File: src/rtl/mem_arb_pkg.sv
// mem_arb_pkg
//   Shared definitions for the memory port arbiter: FSM state encodings,
//   the read-data value returned on an aborted access, and helpers that
//   size the burst and timeout counters from their parameters.
//   No ports.
package mem_arb_pkg;

  typedef enum logic [1:0] {
    ST_IDLE  = 2'd0,
    ST_DATA  = 2'd1,
    ST_FETCH = 2'd2
  } arb_state_e;

  localparam logic [31:0] RDATA_ERR = 32'h0;

  // Width needed to hold the values 0..max_val (at least one bit).
  function automatic int cnt_width(input int max_val);
    return (max_val < 1) ? 1 : $clog2(max_val + 1);
  endfunction

  function automatic int burst_cnt_w(input int burst_limit);
    return cnt_width(burst_limit);
  endfunction

  function automatic int timeout_cnt_w(input int timeout_cycles);
    return cnt_width(timeout_cycles);
  endfunction

endpackage

File: src/rtl/mem_arb_timer.sv
// mem_arb_timer
//   Counts cycles spent waiting on mem_ack for the current transaction and
//   flags the cycle in which the wait reaches MAX_CYCLES. Only instantiated
//   when MEM_ARB_TIMEOUT_EN is defined.
// Ports
//   clk        in  clock
//   reset      in  synchronous active-high reset
//   clear_i    in  restart the count (a new transaction is being granted)
//   enable_i   in  a transaction is waiting this cycle without mem_ack
//   expired_o  out this waiting cycle is the MAX_CYCLES-th one
module mem_arb_timer
  import mem_arb_pkg::*;
#(
  parameter int MAX_CYCLES = 255
) (
  input  logic clk,
  input  logic reset,
  input  logic clear_i,
  input  logic enable_i,
  output logic expired_o
);

  localparam int TW = timeout_cnt_w(MAX_CYCLES);
  localparam logic [TW-1:0] LAST = TW'(MAX_CYCLES - 1);

  logic [TW-1:0] cnt_q;

  always_ff @(posedge clk) begin
    if (reset) begin
      cnt_q <= '0;
    end else if (clear_i) begin
      cnt_q <= '0;
    end else if (enable_i && (cnt_q != LAST)) begin
      cnt_q <= cnt_q + 1'b1;
    end
  end

  // cnt_q holds the number of waiting cycles already elapsed.
  assign expired_o = enable_i && (cnt_q == LAST);

endmodule

File: src/rtl/mem_port_arbiter.sv
// mem_port_arbiter
//   Shares one external memory port between instruction fetch (IF) and the
//   data stage (MEM). Data has fixed priority, except that after BURST_LIMIT
//   consecutive data grants with a fetch pending, the fetch wins one grant.
//   Each access is one req/ack transaction; the requester sees a one-cycle
//   *_ready pulse the cycle after mem_ack. stall is the only combinational
//   output.
//   Optional feature: define MEM_ARB_TIMEOUT_EN to abort a transaction after
//   TIMEOUT_CYCLES cycles without mem_ack (pulses *_ready with zero data and
//   bus_err). Without it the FSM waits indefinitely and bus_err is 0.
// Ports
//   clk, reset                   clock, synchronous active-high reset
//   if_req/if_addr               fetch request, held until if_ready
//   if_rdata/if_ready            fetch result, one-cycle ready pulse
//   d_req/d_we/d_addr/d_wdata    data request, held until d_ready
//   d_rdata/d_ready              load data (0 for stores), one-cycle pulse
//   mem_req/mem_we/mem_addr/mem_wdata   memory transaction outputs
//   mem_rdata/mem_ack            memory response
//   stall                        pipeline stall while any requester waits
//   bus_err                      one-cycle pulse on timeout abort
module mem_port_arbiter
  import mem_arb_pkg::*;
#(
  parameter int BURST_LIMIT    = 4,
  parameter int TIMEOUT_CYCLES = 255
) (
  input  logic        clk,
  input  logic        reset,
  input  logic        if_req,
  input  logic [31:0] if_addr,
  output logic [31:0] if_rdata,
  output logic        if_ready,
  input  logic        d_req,
  input  logic        d_we,
  input  logic [31:0] d_addr,
  input  logic [31:0] d_wdata,
  output logic [31:0] d_rdata,
  output logic        d_ready,
  output logic        mem_req,
  output logic        mem_we,
  output logic [31:0] mem_addr,
  output logic [31:0] mem_wdata,
  input  logic [31:0] mem_rdata,
  input  logic        mem_ack,
  output logic        stall,
  output logic        bus_err
);

  localparam int BW = burst_cnt_w(BURST_LIMIT);
  localparam logic [BW-1:0] BURST_MAX = BW'(BURST_LIMIT);

  arb_state_e  state_q, state_d;
  logic [BW-1:0] burst_q, burst_d;
  logic        mem_req_q, mem_req_d;
  logic        mem_we_q, mem_we_d;
  logic [31:0] mem_addr_q, mem_addr_d;
  logic [31:0] mem_wdata_q, mem_wdata_d;
  logic [31:0] if_rdata_q, if_rdata_d;
  logic [31:0] d_rdata_q, d_rdata_d;
  logic        if_ready_q, if_ready_d;
  logic        d_ready_q, d_ready_d;

  logic busy, ready_pulse, burst_block, grant_data, grant_fetch, timeout;

  assign busy        = (state_q != ST_IDLE);
  // The requester still holds req during its ready cycle; granting then
  // would replay the access.
  assign ready_pulse = if_ready_q | d_ready_q;
  assign burst_block = (burst_q == BURST_MAX) && if_req;
  assign grant_data  = !busy && !ready_pulse && d_req && !burst_block;
  assign grant_fetch = !busy && !ready_pulse && if_req && !grant_data;

`ifdef MEM_ARB_TIMEOUT_EN
  logic bus_err_q;

  mem_arb_timer #(
    .MAX_CYCLES(TIMEOUT_CYCLES)
  ) u_timer (
    .clk      (clk),
    .reset    (reset),
    .clear_i  (grant_data | grant_fetch),
    .enable_i (busy & ~mem_ack),
    .expired_o(timeout)
  );

  always_ff @(posedge clk) begin
    if (reset) bus_err_q <= 1'b0;
    else       bus_err_q <= timeout;
  end

  assign bus_err = bus_err_q;
`else
  assign timeout = 1'b0;
  assign bus_err = 1'b0;
`endif

  always_ff @(posedge clk) begin
    if (reset) state_q <= ST_IDLE;
    else       state_q <= state_d;
  end

  always_comb begin
    state_d = state_q;
    case (state_q)
      ST_IDLE: begin
        if (grant_data)       state_d = ST_DATA;
        else if (grant_fetch) state_d = ST_FETCH;
      end
      ST_DATA, ST_FETCH: begin
        if (mem_ack || timeout) state_d = ST_IDLE;
      end
      default: state_d = ST_IDLE;
    endcase
  end

  always_comb begin
    burst_d     = burst_q;
    mem_req_d   = mem_req_q;
    mem_we_d    = mem_we_q;
    mem_addr_d  = mem_addr_q;
    mem_wdata_d = mem_wdata_q;
    if_rdata_d  = if_rdata_q;
    d_rdata_d   = d_rdata_q;
    if_ready_d  = 1'b0;
    d_ready_d   = 1'b0;

    if (grant_data) begin
      mem_req_d   = 1'b1;
      mem_we_d    = d_we;
      mem_addr_d  = d_addr;
      mem_wdata_d = d_wdata;
      if (!if_req)                 burst_d = '0;
      else if (burst_q != BURST_MAX) burst_d = burst_q + 1'b1;
    end else if (grant_fetch) begin
      mem_req_d  = 1'b1;
      mem_we_d   = 1'b0;
      mem_addr_d = if_addr;
      burst_d    = '0;
    end

    if (busy && (mem_ack || timeout)) begin
      mem_req_d = 1'b0;
      mem_we_d  = 1'b0;
      if (state_q == ST_DATA) begin
        d_ready_d = 1'b1;
        d_rdata_d = (timeout || mem_we_q) ? RDATA_ERR : mem_rdata;
      end else begin
        if_ready_d = 1'b1;
        if_rdata_d = timeout ? RDATA_ERR : mem_rdata;
      end
    end
  end

  always_ff @(posedge clk) begin
    if (reset) begin
      burst_q     <= '0;
      mem_req_q   <= 1'b0;
      mem_we_q    <= 1'b0;
      mem_addr_q  <= '0;
      mem_wdata_q <= '0;
      if_rdata_q  <= '0;
      d_rdata_q   <= '0;
      if_ready_q  <= 1'b0;
      d_ready_q   <= 1'b0;
    end else begin
      burst_q     <= burst_d;
      mem_req_q   <= mem_req_d;
      mem_we_q    <= mem_we_d;
      mem_addr_q  <= mem_addr_d;
      mem_wdata_q <= mem_wdata_d;
      if_rdata_q  <= if_rdata_d;
      d_rdata_q   <= d_rdata_d;
      if_ready_q  <= if_ready_d;
      d_ready_q   <= d_ready_d;
    end
  end

  assign mem_req   = mem_req_q;
  assign mem_we    = mem_we_q;
  assign mem_addr  = mem_addr_q;
  assign mem_wdata = mem_wdata_q;
  assign if_rdata  = if_rdata_q;
  assign if_ready  = if_ready_q;
  assign d_rdata   = d_rdata_q;
  assign d_ready   = d_ready_q;
  assign stall     = (d_req & ~d_ready_q) | (if_req & ~if_ready_q);

endmodule

File: config.mk
export PLATFORM = sky130hd
export DESIGN_NAME = mem_port_arbiter
export DESIGN_NICKNAME = d
export VERILOG_FILES = /design/src/rtl/mem_arb_pkg.sv /design/src/rtl/mem_arb_timer.sv /design/src/rtl/mem_port_arbiter.sv
export SDC_FILE = /design/constraint.sdc
export NUM_CORES = 1
export LEC_CHECK = 0
export BUFFER_PORTS_ARGS = -buffer_cell sky130_fd_sc_hd__buf_2
export CAP_MARGIN = 40
export CORE_MARGIN = 4
export CORE_UTILIZATION = 46
export CTS_CLUSTER_DIAMETER = 50
export DETAILED_ROUTE_END_ITERATION = 7
export HOLD_SLACK_MARGIN = 0.06
export PLACE_DENSITY = 0.89
export SKIP_LAST_GASP = 1
export SYNTH_ARGS = -nofsm -noshare
export SYNTH_HDL_FRONTEND = slang
export SYNTH_SLANG_ARGS = --single-unit
File: constraint.sdc
create_clock -name clk -period 2.55 [get_ports clk]
set_clock_uncertainty 0.2 [all_clocks]
set_input_delay 0.1275 -clock clk [delete_from_list [all_inputs] [get_ports clk]]
set_output_delay 0.1275 -clock clk [all_outputs]
set_load 0.005 [all_outputs]
======== Word-level counts from Yosys, hierarchy flattened ========
Cells that the tools add are included.
word-level totals
  register bits ........................... 137
  output and inout port bits .............. 134
  logic and storage cells ................. 64
operators by class
  $add $sub $neg .......................... 1
  eq/ne operators ......................... 7
  multiplexer cells ....................... 17
  bitwise logic cells ..................... 8
  reductions and logical operators ........ 21
operator list
  kind                   number
  $mux W32               3
  $mux W3                4
  $reduce_and A2 Y1      4
  $logic_and A1 B1 Y1    7
  $mux W1                6
  $mux W2                3
  $ne A3 B3 Y1 const B   2
  $reduce_or A2 Y1       3
  $logic_not A1 Y1       4
  $not A1 Y1             4
  $pmux W2 S2            1
  $reduce_bool A2 Y1     2
  $add A3 B1 Y3 const B  1
  $eq A3 B3 Y1 const B   1
  $ne A3 B2 Y1 const B   1
  $and A1 B1 Y1          2
  $eq A2 B1 Y1 const B   1
  $eq A2 B2 Y1 const B   1
  $logic_not A2 Y1       1
  $ne A2 B2 Y1 const B   1
  $or A1 B1 Y1           2

======== Longest topological paths before layout ========
  depth after elaboration ................. 10
  mapped depth ............................ 8
  depth with buffers taken out ............ 5

======== Worst setup path after synthesis ========
No wires, ideal clock.
  kind .................................... register to register
  start point ............................. register state_q[0]
  end point ............................... register mem_wdata_q[0] (netlist: mem_wdata[0])
  setup time .............................. 0.132 ns
  arrival ................................. 1.660 ns
  path slack .............................. 0.558 ns
  cell stages (with the launch flop) ...... 9
  path buffers ............................ 3
  period minus slack after synthesis ...... 1.992 ns
  path through ............................ dfxtp_1 > inv_1 > ha_1 > or3b_1 > buf_2 > buf_2 > buf_2 > o31ai_1 > a21oi_1
on the way
  cells in the longest elaborated chain, start to end .. 5
RTL lines
  what                               RTL line                 source
  start, declared                    mem_port_arbiter.sv:52   arb_state_e state_q, state_d;
  start signal, assigned             mem_port_arbiter.sv:99   else state_q <= state_d;
  $reduce_bool A2 Y1                 mem_port_arbiter.sv:65   assign busy = (state_q != ST_IDLE);
  $logic_not A1 Y1                   mem_port_arbiter.sv:70   assign grant_data = !busy && !ready_pulse && d_req && !burst_block;
  $logic_and A1 B1 Y1 (3 in series)  mem_port_arbiter.sv:70
  end signal, assigned               mem_port_arbiter.sv:170  mem_wdata_q <= mem_wdata_d;
  end, declared                      mem_port_arbiter.sv:57   logic [31:0] mem_wdata_q, mem_wdata_d;
No other way between the ends.
A chain may end at the register's enable or synchronous reset.

======== Worst setup path after layout ========
  start point ............................. register state_q[1]
  end point ............................... register mem_addr_q[12] (netlist: mem_addr[12])
on the way
  cells in the longest elaborated chain, start to end .. 8
  elaborated cells on any way between the ends .. 10
  classes of those cells .................. 1 x mux; 9 x reduce/logical
RTL lines
  what                                 RTL line                                        source
  $reduce_bool A2 Y1 *                 mem_port_arbiter.sv:65
  $logic_not A1 Y1 *                   mem_port_arbiter.sv:70, mem_port_arbiter.sv:71
  $logic_and A1 B1 Y1 *                mem_port_arbiter.sv:70, mem_port_arbiter.sv:71
  $logic_and A1 B1 Y1 (2 in series)    mem_port_arbiter.sv:70
  $logic_not A1 Y1                     mem_port_arbiter.sv:71                          assign grant_fetch = !busy && !ready_pulse && if_req && !grant_data;
  $logic_and A1 B1 Y1                  mem_port_arbiter.sv:71
  $reduce_bool A2 Y1 (no source line)  n/a
  end signal, assigned                 mem_port_arbiter.sv:169                         mem_addr_q <= mem_addr_d;
  end, declared                        mem_port_arbiter.sv:56                          logic [31:0] mem_addr_q, mem_addr_d;
Mark *: on every way between the ends. The rest lies on a longest branch, timed or not.

==> reports/metrics.yaml <==
worstPathCellList: "inv_1 > ha_1 > buf_4 > or4bb_1 > buf_6 > nand2_1 > a31oi_1 > dlygate4sd3_1"
cts.clk_slew.worst_paths_ps: 60
crit_type: "reg -> reg"
io_buffers: 266
synthTopCellsByArea: "dfxtp_1 (51%), mux2i_1 (5.9%), a22o_1 (5.2%), o41ai_1 (5.2%), nand2_1 (4.6%)"
setup_violations: 0
status: "completed"
io_pins: 268
rr_endpoint: "mem_addr[12]"
hold_start: "d_req"
synth_edf_count: 0
ys_seq_elements: 137
cap_violations: 0
start_kind: "flip-flop"
viasPerCell: 5.894
grt_pass1_vias: 6817
hpwl_um: 11680
rr_worst_depth: 8
synthesis.area_sq_um: 5421
relSlewSlack_pct: 66.41
rows: 39
finalCriticalPeriod_ps: 2455
fp.dieW_um: 116.6
cts.sinks: 137
tns_ps: 0
synth_nets: 717
grt.total_usage_pct: 32.40
r2r_start: "state_q[1]"
worst-r2r-setup-slack_ps: 90
overflow: 0
die_h_um: 116.6
ys.flop_type: "dfxtp_1"
grt_first_pass_wirelength_um: 34330
path_delay_family: "buffers and inverters"
yosysWarnings: 0
grt_max_degree: 40
yosysSeqAreaShare_pct: 50.59
clockBufferDepth: 2
powerDensity_nw_per_um2: 969.9
grt_antenna_before_repair: 0
slew_violations: 0
worst_path_max_delay_cell: "dlygate4sd3_1"
min_path_cells: 4
totalWireLength_um: 22610
dieArea_sq_um: 13590
core-area_sq_um: 11470
yosysTopAreaCell: "dfxtp_1"
initial_core_util_pct: 47.28
synth_top_cell_area_share_pct: 50.59
peakVddDrop_mv: 0.7631
post_cts_buffers: 0
tightest_slew_ps: 503.1
htreeDepth: 4
slowest_delay_ps: 580
rsz0062_at_grt: "no"
area_growth_syn_to_layout_pct: 62.89
avgSynthCellArea_sq_um: 9.363
cts_root_buffer: "clkbuf_16"
drtPass1Iterations: 5
wl_per_cell_um: 20.40
drive_gt1_share_pct: 34.23
cts_tree: "yes"
layout_commonest_cell: "buf_2"
ys_types: 38
hp-class: "in -> reg"
worstPathArrival_ps: 2560
final_cell_mix: "buf_2 (266), dfxtp_1 (137), dlygate4sd3_1 (132)"
numCtsBuffers: 17
ant_nets: 0
initialDrtViolationCount: 808
path_max_fanout: 23
timing.fmax_mhz: 407.3
hold_viol_final: 0
gp_congestion: 0.8656
synthCells: 579
holdWs_ps: 134.7
vias: 6530
critPathBufInv: 4
cp.required_ps: 2650
cp-end-kind: "flip-flop"
nets: 1090
p_leak_nw: 4.045
holdPathEnd: "mem_wdata[22]"
drc: 0
synthArstFlopShare_pct: 0
period_share_pct: 96.28
insertion_delay_ps: 420
==> metrics by stage <==
stage                     utilization [%]  cells  area, sq um  power, mW  setup slack [ps]
final                               77.01   1108         8831      8.565             94.74
after global routing                76.99   1107         8828      8.967             3.765
after CTS                           76.84   1107         8811      8.342             20.19
after detailed placement            60.02    944         6883      5.677             374.0
after global placement              60.02    944         6883      5.619             487.1
after floorplan                         -    579         5421      4.566             557.8
==> per-layer routing <==
metal	GRT usage, %	vias to the layer above	part of all wire [%]
li1	-	2915	-
met1	34.30	3002	35
met2	55.72	467	51
met3	9.119	146	7.5
met4	22.17	0	6.6
met5	0	-	0
==> repair_timing <==
| action | 4_1_cts | 5_1_grt |
|---|---|---|
| gates resized for setup | 0 | 5 |
| hold buffers | 132 | 0 |
| endpoints found under the setup margin | 0 | 1 |
| hold endpoints to repair | 136 | 0 |
==> Yosys cell counts (2+ instances only) <==
cell type  number
nand3_1         2
a22o_1         32
nand4_1        36
ha_1            4
nor2b_1         3
clkbuf_1       51
a21oi_1        36
dfxtp_1       137
nor2_1         35
clkinv_1        2
a31oi_1        33
buf_2          14
o41ai_1        32
mux2i_1        32
nor3b_1         2
and3b_1         2
nand2_1        66
o31ai_1        32
o311ai_0        3
inv_1           6
buf_1           2
==> how the worst max path moves through the flow <==
stage	startpoint	depth (start not counted)	to	slack (ps)
2_1_floorplan	state_q[0]	8	mem_wdata[0]	560
3_3_place_gp	state_q[0]	6	mem_addr[17]	490
5_1_grt	state_q[1]	8	mem_addr[12]	4
3_5_place_dp	state_q[1]	6	mem_addr[21]	370
4_1_cts	burst_q[0]	7	mem_addr[12]	20
6_report	state_q[1]	8	mem_addr[12]	90
==> state kept, by name (all words and copies together), names as in the netlist <==
signal and flops:
burst_q 3, mem_addr 32, mem_req 1, if_ready 1, state_q 2, if_rdata 32, d_ready 1, mem_we 1
d_rdata 32, mem_wdata 32
==> kinds of logic after synthesis <==
kind of cell / Yosys count / share of synthesized area (%)
other cells: 1 / 0.06917
buf+inv: 76 / 5.654
simple gates: 154 / 13.43
mux: 32 / 5.908
fa+ha+maj: 4 / 0.9232
flops: 137 / 50.59
compound gates: 175 / 23.43
==> worst min-delay path: cells and delay by family <==
family / cells / cell delay [ps]
AO/OA/AOI/OAI: 1 / 50
buffers and inverters: 2 / 370
AND/OR/NAND/NOR: 1 / 140
==> cell type report <==
type / count / area, sq um
antenna: 1 / 2.502
clock buffer: 22 / 494.2
clock inverter: 9 / 112.6
fill: 692 / 2636
inverter: 8 / 30.03
multi-input combinational: 366 / 2414
sequential: 137 / 2743
tap: 143 / 178.9
timing repair buffer: 422 / 2856
==> power by group <==
part	total (mW)	leakage (nW)	internal (mW)	switching [mW]
sequential	2.91	1.12	2.62	0.284
clock	2.52	0.287	1.57	0.948
combinational	3.14	2.64	1.31	1.83
total	8.57	4.04	5.50	3.06
No activity file was read; power rests on OpenSTA's default activity.
